## src/rtl/tl_error_responder.sv

```systemverilog
// TileLink-UH error slave: accepts any request on A and answers it with a denied D
// response of the correct shape, one transaction at a time, with sticky status.
module tl_error_responder #(
  parameter int unsigned DATA_BYTES = 4,
  parameter int unsigned ADDR_W     = 32,
  parameter int unsigned SOURCE_W   = 4,
  parameter int unsigned SIZE_W     = 3,
  parameter int unsigned MAX_SIZE   = 6
) (
  input  logic                    clk_i,
  input  logic                    rst_ni,
  input  logic                    a_valid_i,
  output logic                    a_ready_o,
  input  logic [2:0]              a_opcode_i,
  input  logic [SIZE_W-1:0]       a_size_i,
  input  logic [SOURCE_W-1:0]     a_source_i,
  input  logic [ADDR_W-1:0]       a_address_i,
  output logic                    d_valid_o,
  input  logic                    d_ready_i,
  output logic [2:0]              d_opcode_o,
  output logic [SIZE_W-1:0]       d_size_o,
  output logic [SOURCE_W-1:0]     d_source_o,
  output logic                    d_denied_o,
  output logic                    d_corrupt_o,
  output logic [8*DATA_BYTES-1:0] d_data_o,
  output logic [15:0]             deny_count_o,
  output logic [ADDR_W-1:0]       last_addr_o
);

  localparam int unsigned LOG_DB = $clog2(DATA_BYTES);
  localparam int unsigned CNT_W  = MAX_SIZE - LOG_DB + 1;

  localparam logic [2:0] D_ACK      = 3'd0;
  localparam logic [2:0] D_ACK_DATA = 3'd1;
  localparam logic [2:0] D_HINT     = 3'd2;

  typedef enum logic [1:0] {IDLE, DRAIN, RESP} state_e;

  state_e              state_q;
  logic                a_ready_q;
  logic                d_valid_q;
  logic [2:0]          d_opcode_q;
  logic [SIZE_W-1:0]   d_size_q;
  logic [SOURCE_W-1:0] d_source_q;
  logic                d_corrupt_q;
  logic [CNT_W-1:0]    cnt_q;
  logic [CNT_W-1:0]    d_m1_q;
  logic [15:0]         deny_count_q;
  logic [ADDR_W-1:0]   last_addr_q;

  logic [CNT_W-1:0]    n_m1_c;
  logic [CNT_W-1:0]    a_m1_c;
  logic [CNT_W-1:0]    d_m1_c;
  logic [2:0]          d_op_c;

  // Beats minus one for a given size; sizes above MAX_SIZE count as MAX_SIZE.
  function automatic logic [CNT_W-1:0] beats_m1(input logic [SIZE_W-1:0] size);
    int unsigned eff;
    eff = (32'(size) > MAX_SIZE) ? MAX_SIZE : 32'(size);
    if (eff <= LOG_DB) return '0;
    return CNT_W'((32'd1 << (eff - LOG_DB)) - 32'd1);
  endfunction

  // Message shape of the request currently on A.
  always_comb begin
    n_m1_c = beats_m1(a_size_i);
    a_m1_c = '0;
    d_m1_c = '0;
    d_op_c = D_HINT;
    case (a_opcode_i)
      3'd0, 3'd1: begin
        a_m1_c = n_m1_c;
        d_op_c = D_ACK;
      end
      3'd2, 3'd3: begin
        a_m1_c = n_m1_c;
        d_m1_c = n_m1_c;
        d_op_c = D_ACK_DATA;
      end
      3'd4: begin
        d_m1_c = n_m1_c;
        d_op_c = D_ACK_DATA;
      end
      default: ;
    endcase
  end

  always_ff @(posedge clk_i or negedge rst_ni) begin
    if (!rst_ni) begin
      state_q      <= IDLE;
      a_ready_q    <= 1'b0;
      d_valid_q    <= 1'b0;
      d_opcode_q   <= '0;
      d_size_q     <= '0;
      d_source_q   <= '0;
      d_corrupt_q  <= 1'b0;
      cnt_q        <= '0;
      d_m1_q       <= '0;
      deny_count_q <= '0;
      last_addr_q  <= '0;
    end else begin
      case (state_q)
        IDLE: begin
          a_ready_q <= 1'b1;
          if (a_valid_i && a_ready_q) begin
            d_opcode_q  <= d_op_c;
            d_corrupt_q <= (d_op_c == D_ACK_DATA);
            d_size_q    <= a_size_i;
            d_source_q  <= a_source_i;
            d_m1_q      <= d_m1_c;
            last_addr_q <= a_address_i;
            if (a_m1_c != '0) begin
              state_q <= DRAIN;
              cnt_q   <= a_m1_c - CNT_W'(1);
            end else begin
              state_q   <= RESP;
              cnt_q     <= d_m1_c;
              a_ready_q <= 1'b0;
              d_valid_q <= 1'b1;
            end
          end
        end
        DRAIN: begin
          if (a_valid_i) begin
            if (cnt_q == '0) begin
              state_q   <= RESP;
              cnt_q     <= d_m1_q;
              a_ready_q <= 1'b0;
              d_valid_q <= 1'b1;
            end else begin
              cnt_q <= cnt_q - CNT_W'(1);
            end
          end
        end
        RESP: begin
          if (d_ready_i) begin
            if (cnt_q == '0) begin
              state_q   <= IDLE;
              a_ready_q <= 1'b1;
              d_valid_q <= 1'b0;
              if (deny_count_q != 16'hFFFF) deny_count_q <= deny_count_q + 16'd1;
            end else begin
              cnt_q <= cnt_q - CNT_W'(1);
            end
          end
        end
        default: state_q <= IDLE;
      endcase
    end
  end

  assign a_ready_o    = a_ready_q;
  assign d_valid_o    = d_valid_q;
  assign d_opcode_o   = d_opcode_q;
  assign d_size_o     = d_size_q;
  assign d_source_o   = d_source_q;
  assign d_denied_o   = d_valid_q;
  assign d_corrupt_o  = d_corrupt_q;
  assign d_data_o     = '0;
  assign deny_count_o = deny_count_q;
  assign last_addr_o  = last_addr_q;

endmodule

```

## config.mk

```make
export PLATFORM = sky130hd
export DESIGN_NAME = tl_error_responder
export DESIGN_NICKNAME = d
export VERILOG_FILES = /design/src/rtl/tl_error_responder.sv
export SDC_FILE = /design/constraint.sdc
export NUM_CORES = 1
export LEC_CHECK = 0
export CELL_PAD_IN_SITES_DETAIL_PLACEMENT = 1
export CELL_PAD_IN_SITES_GLOBAL_PLACEMENT = 2
export CORE_MARGIN = 4
export CORE_UTILIZATION = 42
export CTS_CLUSTER_SIZE = 14
export DETAILED_ROUTE_END_ITERATION = 10
export DONT_BUFFER_PORTS = 1
export PLACE_DENSITY = 0.88
export SETUP_SLACK_MARGIN = 0.2
export SYNTH_ARGS = -nofsm -noshare
export SYNTH_HDL_FRONTEND = slang
export SYNTH_SLANG_ARGS = --single-unit
```

## constraint.sdc

```tcl
create_clock -name clk_i -period 3.9 [get_ports clk_i]
set_input_delay 0.78 -clock clk_i [delete_from_list [all_inputs] [get_ports clk_i]]
set_output_delay 0.78 -clock clk_i [all_outputs]
set_load 0.03 [all_outputs]
```

==> results of run 1 <==
cells in the mapped netlist (3+ instances only):
| cell | n |
|---|---|
| dfrtp_1 | 71 |
| nor2_1 | 9 |
| nand2_1 | 25 |
| inv_1 | 14 |
| ha_1 | 11 |
| and3_1 | 4 |
| xor2_1 | 7 |
| o31ai_1 | 5 |
| clkbuf_1 | 9 |
| nand3_1 | 12 |
| a21oi_1 | 6 |
| nor3_1 | 5 |
| o21ai_0 | 10 |
| nand2b_1 | 4 |
| xnor2_1 | 10 |
| o21ai_1 | 4 |
| mux2_1 | 3 |
| nand4_1 | 4 |
| mux2_2 | 39 |
| or4_1 | 4 |
| buf_4 | 36 |
cell usage in the layout (no fill, tap or decap), drive strengths merged, types with 3 or more instances in the layout:
cell type and n:
and3 4, a311oi 3, a21oi 6, inv 17, or4 4, dfrtp 71
nor2 9, nand2b 4, o21ai 16, ha 11, xnor2 10, o31ai 5
nand3 13, conb 33, xor2 7, clkbuf 9, nor3 5, nand4 4
nand2 25, o211ai 3, mux2 42
routing by layer:
layer | share of wire | up-vias | track usage | wire [microns]
met4 | 0.013 | 0 | 0.0568 | 109
met5 | 0 | - | 0 | 0
met2 | 0.50 | 91 | 0.281 | 4280
li1 | - | 1127 | - | -
met1 | 0.42 | 1230 | 0.208 | 3580
met3 | 0.074 | 7 | 0.0616 | 635
how the worst max path moves through the flow:
stage,startpoint,end,slack [ps],cells past startpoint
2_1_floorplan,a_size_i[1],d_denied_o$_DFFE_PN0P_,810,11
3_3_place_gp,a_size_i[1],d_denied_o$_DFFE_PN0P_,590,10
3_5_place_dp,a_size_i[1],d_denied_o$_DFFE_PN0P_,480,10
4_1_cts,a_size_i[1],d_denied_o$_DFFE_PN0P_,860,10
5_1_grt,a_size_i[1],d_denied_o$_DFFE_PN0P_,630,10
6_report,a_size_i[1],d_denied_o$_DFFE_PN0P_,810,10
flip-flops by register name, summed over array words and instances (netlist names):
name	cells
a_ready_o	1
d_size_o	3
state_q	2
cnt_q	5
d_opcode_o	2
d_source_o	4
d_m1_q	5
deny_count_o	16
d_denied_o	1
last_addr_o	32
area by class of cell:
type	count	share of cell area
tap	108	0.0342
clock inverter	7	0.0260
sequential	71	0.450
inverter	14	0.0133
timing repair buffer	1	0.00190
multi-input combinational	238	0.443
clock buffer	9	0.0314
power by group through the flow:
stage	registers (uW)	logic [uW]	clock network, uW
3_5_place_dp	1810	1010	0
4_1_cts	1800	1010	693
2_1_floorplan	1690	915	0
3_3_place_gp	1800	963	0
5_1_grt	1840	1120	735
6_report	1800	1010	674
stage by stage:
step | setup WS [ps] | util
after floorplan | 812 | -
after global placement | 587 | 0.427
after detailed placement | 479 | 0.427
after CTS | 856 | 0.453
after global routing | 633 | 0.453
final | 813 | 0.453
worst max-delay path: stages:
cell and delay, ps:
ha_1 240, nor2_1 320, o22a_1 240, or3_1 110, ha_1 330, inv_1 130, a311oi_1 260, a21bo_1 280
a311oi_2 290, mux2_1 350
cells by family (layout without fill, tap and decap cells):
kind of cell / Yosys count / count (layout)
and+or+nand+nor: 81 / 81
AOI/OAI and AO/OA: 52 / 52
xor gates and xnor gates: 17 / 17
adders and majority gates: 11 / 11
DFF: 71 / 71
other: 1 / 33
muxes: 44 / 44
buffers and inverters: 62 / 31
==> impl_metrics.json, run 1 <==
{
  "fin_area_sq_um": 3950,
  "hold_path_class": "primary input to async pin",
  "vias": 2455,
  "drt-vias-per-instance": 5.48,
  "worst_pin_slew_ps": 846,
  "ant_nets": 0,
  "antenna_found_initial": 0,
  "die_width_microns": 103,
  "place_hpwl_microns": 6300,
  "hold_viol": 0,
  "synth_fa_ha_area_frac": 0.0364,
  "seqPwrFrac": 0.516,
  "relSlewSlack": 0.435,
  "layout-drive-gt1-share": 0.200,
  "syn_to_final_growth_pct": 4.47,
  "grt_overflow_total": 0,
  "synth.area.top_cells": "dfrtp_1 (47%), mux2_2 (12%), buf_4 (7.2%), ha_1 (3.6%), nand2_1 (2.5%)",
  "maxSlewViolCount": 0,
  "root_buffer": "clkbuf_8",
  "drtIter0Drc": 128,
  "start_util": 0.433,
  "synth_top_area_share": 0.470,
  "synth_top_area_cell": "dfrtp_1",
  "max_freq_mhz": 324,
  "finalHoldWorstSlack_ps": 113,
  "synth-xor-area-share": 0.0394,
  "multi_input_area_sq_um": 1750,
  "die_y_microns": 103,
  "postSynthAreaPerCell_sq_um": 11.1,
  "min_period_ps": 3090,
  "placed_cell_area_sq_um": 3720,
  "synth-edff-count": 0,
  "p_per_area_nw_per_um2": 882,
  "drc_errors": 0,
  "finalSetupViolCount": 0,
  "skew_ps": 13.3,
  "cts_tree": "built",
  "synth_top_family_by_area": "multiplexers",
  "p_leak_uw": 0.00178,
  "syn_inst": 339,
  "cts_setup_buffers": 0,
  "cp-start-kind": "primary input",
  "yosysSeqAreaShare": 0.470,
  "p_total_uw": 3480,
  "port_buffers": 0,
  "cp-end-kind": "flop",
  "cts_made_buffers": 9,
  "cts_resized": 0,
  "tns_ps": 0,
  "ioPinCount": 140,
  "switching_share": 0.466,
  "muxShareOfSynthArea": 0.130,
  "cts.sinks": 71,
  "timing.rr.end": "cnt_q[4]$_DFFE_PN0P_",
  "gp_congestion": 0.864,
  "grt_max_degree": 72,
  "fin_crit_sh": 0.791,
  "grt.total_usage": 0.170,
  "irDropWorstVdd_mv": 0.386,
  "rows": 34,
  "rsz0062_at_grt": "false",
  "synthArstFlopShare": 1.00,
  "crit_arrival_ps": 3330,
  "num_antenna_cells": 0,
  "run_status": "complete, no violations",
  "synthFlopType": "dfrtp_1",
  "crit_fanout": 9,
  "worstReg2RegStart": "cnt_q[0]$_DFFE_PN0P_",
  "cts.clk_slew.worst_paths_ps": 90,
  "synth-seq-cells": 71,
  "critPathKind": "primary input to flop",
  "p_int_uw": 1860,
  "first_global_vias": 2686,
  "r2r_slack_ps": 1450,
  "n_fill_cell": 941,
  "layoutNonFillerInstCount": 448,
  "r2r_cells": 5,
  "register_area_sq_um": 1780,
  "core_sq_um": 8720,
  "fin_nets": 392,
  "cts.path.max_buffers": 2,
  "worstPathRequired_ps": 4140,
  "clock_power_share": 0.194,
  "htree_levels": 3,
  "wire_per_inst_microns": 19.2,
  "pwr-share-comb": 0.290,
  "synth_area_sq_um": 3780,
  "synth.distinct_cells": 55,
  "p_switching_uw": 1620,
  "dr.pass1.iters": 4,
  "die-area_sq_um": 10600,
  "cap_viol_max_count": 0,
  "grt_pass1_wl_microns": 14000,
  "place_inst": 432,
  "yosys_warnings": 0,
  "drt_wl_total_microns": 8610,
  "clock_latency_ps": 350,
  "hold_buffers": 0,
  "yosys.area_share.simple": 0.119,
  "synth_compound_area_frac": 0.104
}
Note: power is estimated with default switching activity, not from simulation.
==> run 2: changes to the inputs <==
- CORE_UTILIZATION: 42 -> 39
- PLACE_DENSITY: 0.88 -> 0.83
- clock period: 3.9 -> 3.2 ns (I/O delays scaled with it)
==> impl_metrics.json, run 2 (synthesized netlist as in run 1, its figures left out) <==
{
  "run_status": "complete, no violations",
  "htree_levels": 3,
  "wire_per_inst_microns": 18.3,
  "skew_ps": 10.2,
  "p_leak_uw": 0.00177,
  "hold_buffers": 1,
  "rsz0062_at_grt": "false",
  "cts_tree": "built",
  "largest_reg_flops": 32,
  "cp-start-kind": "primary input",
  "worst_pin_slew_ps": 991,
  "drtIter0Drc": 103,
  "critPathKind": "primary input to flop",
  "cts_resized": 0,
  "final_cell_mix": "dfrtp_1 (71), mux2_2 (39), conb_1 (33), nand2_1 (25), inv_1 (14)",
  "core_sq_um": 9330,
  "path_common_cell": "ha_1",
  "slowest_stage": "mux2_1",
  "layout-drive-gt1-share": 0.207,
  "die_width_microns": 106,
  "cts_made_buffers": 9,
  "crit_arrival_ps": 2970,
  "grt.total_usage": 0.156,
  "final_util": 0.425,
  "hold_viol": 0,
  "p_per_area_nw_per_um2": 1030,
  "die-area_sq_um": 11300,
  "fin_area_sq_um": 3970,
  "fin_nets": 395,
  "start_util": 0.405,
  "ioPinCount": 140,
  "placed_cell_area_sq_um": 3760,
  "syn_to_final_growth_pct": 5.03,
  "grt_pass1_wl_microns": 14000,
  "cts.clk_slew.worst_paths_ps": 90,
  "cts_setup_buffers": 0,
  "drt-vias-per-instance": 5.22,
  "finalSetupViolCount": 0,
  "min_period_ps": 2740,
  "gp_congestion": 0.771,
  "worst_slack_ps": 464,
  "antenna_found_initial": 0,
  "multi_input_area_sq_um": 1750,
  "num_antenna_cells": 0,
  "grt_max_degree": 72,
  "crit_fanout": 7,
  "rows": 35,
  "cap_viol_max_count": 0,
  "irDropWorstVdd_mv": 0.458,
  "n_fill_cell": 1019,
  "path_buf_inv": 1,
  "vias": 2464,
  "cp_cell_sequence": "ha_1, nor2_1, o22a_1, or3_1, ha_1, inv_1, a311oi_1, a21bo_1, a311oi_2, mux2_1",
  "cts.sinks": 71,
  "hold_path_class": "primary input to async pin",
  "fin_crit_sh": 0.855,
  "tns_ps": 0,
  "drc_errors": 0,
  "cts.path.max_buffers": 2,
  "grt_overflow_total": 0,
  "dp_slack_ps": 133,
  "first_global_vias": 2689,
  "path_delay_family": "compound AO/OA/AOI/OAI gates",
  "port_buffers": 0,
  "place_hpwl_microns": 6270,
  "register_area_sq_um": 1780,
  "cp-end-kind": "flop",
  "final_common_cell": "dfrtp_1",
  "ant_nets": 0,
  "clock_latency_ps": 350,
  "root_buffer": "clkbuf_8",
  "max_freq_mhz": 366,
  "die_y_microns": 106,
  "maxSlewViolCount": 0,
  "drt_wl_total_microns": 8660,
  "relSlewSlack": 0.339,
  "dr.pass1.iters": 4,
  "max_stage_delay_ps": 360,
  "worstPathRequired_ps": 3440
}
## run 2: final timing paths
check,slack (ps),depth (start not counted),startpoint,to
max,460,10,a_size_i[1],d_denied_o$_DFFE_PN0P_
min,160,1,rst_ni,last_addr_o[23]$_DFFE_PN0P_
max reg2reg,700,6,cnt_q[0]$_DFFE_PN0P_,cnt_q[3]$_DFFE_PN0P_
min reg2reg,490,2,d_m1_q[4]$_DFFE_PN0P_,d_m1_q[4]$_DFFE_PN0P_
max in group asynchronous,2740,1,rst_ni,cnt_q[2]$_DFFE_PN0P_
min in group clk_i,430,1,a_address_i[24],last_addr_o[24]$_DFFE_PN0P_
## run 2: per-layer routing
layer  global-route usage  vias up  share of wire
met2                0.262       98           0.50
met4               0.0658        0          0.019
met1                0.185     1225           0.41
li1                     -     1128              -
met3               0.0449       13          0.071
met5                    0        -              0
## run 2: layout make-up
cell class,instances,share of cell area
Clock buffer,9,0.0312
Clock inverter,7,0.0139
Inverter,14,0.0132
Multi-Input combinational cell,238,0.441
Sequential cell,71,0.448
Tap cell,129,0.0407
Timing Repair Buffer,4,0.0126
## run 2: report_power, final
group / internal [uW] / leakage [uW] / switching (uW)
sequential: 1250 / 0.000888 / 937
combinational: 574 / 0.000796 / 669
clock: 289 / 0.0000866 / 378
## run 2: per-stage QoR
stage	hold slack (ps)	cells	total power, uW
floorplan	344	371	3180
global placement	346	455	3380
detailed placement	346	455	3430
CTS	167	472	4150
global route	177	472	4360
finish	156	472	4100
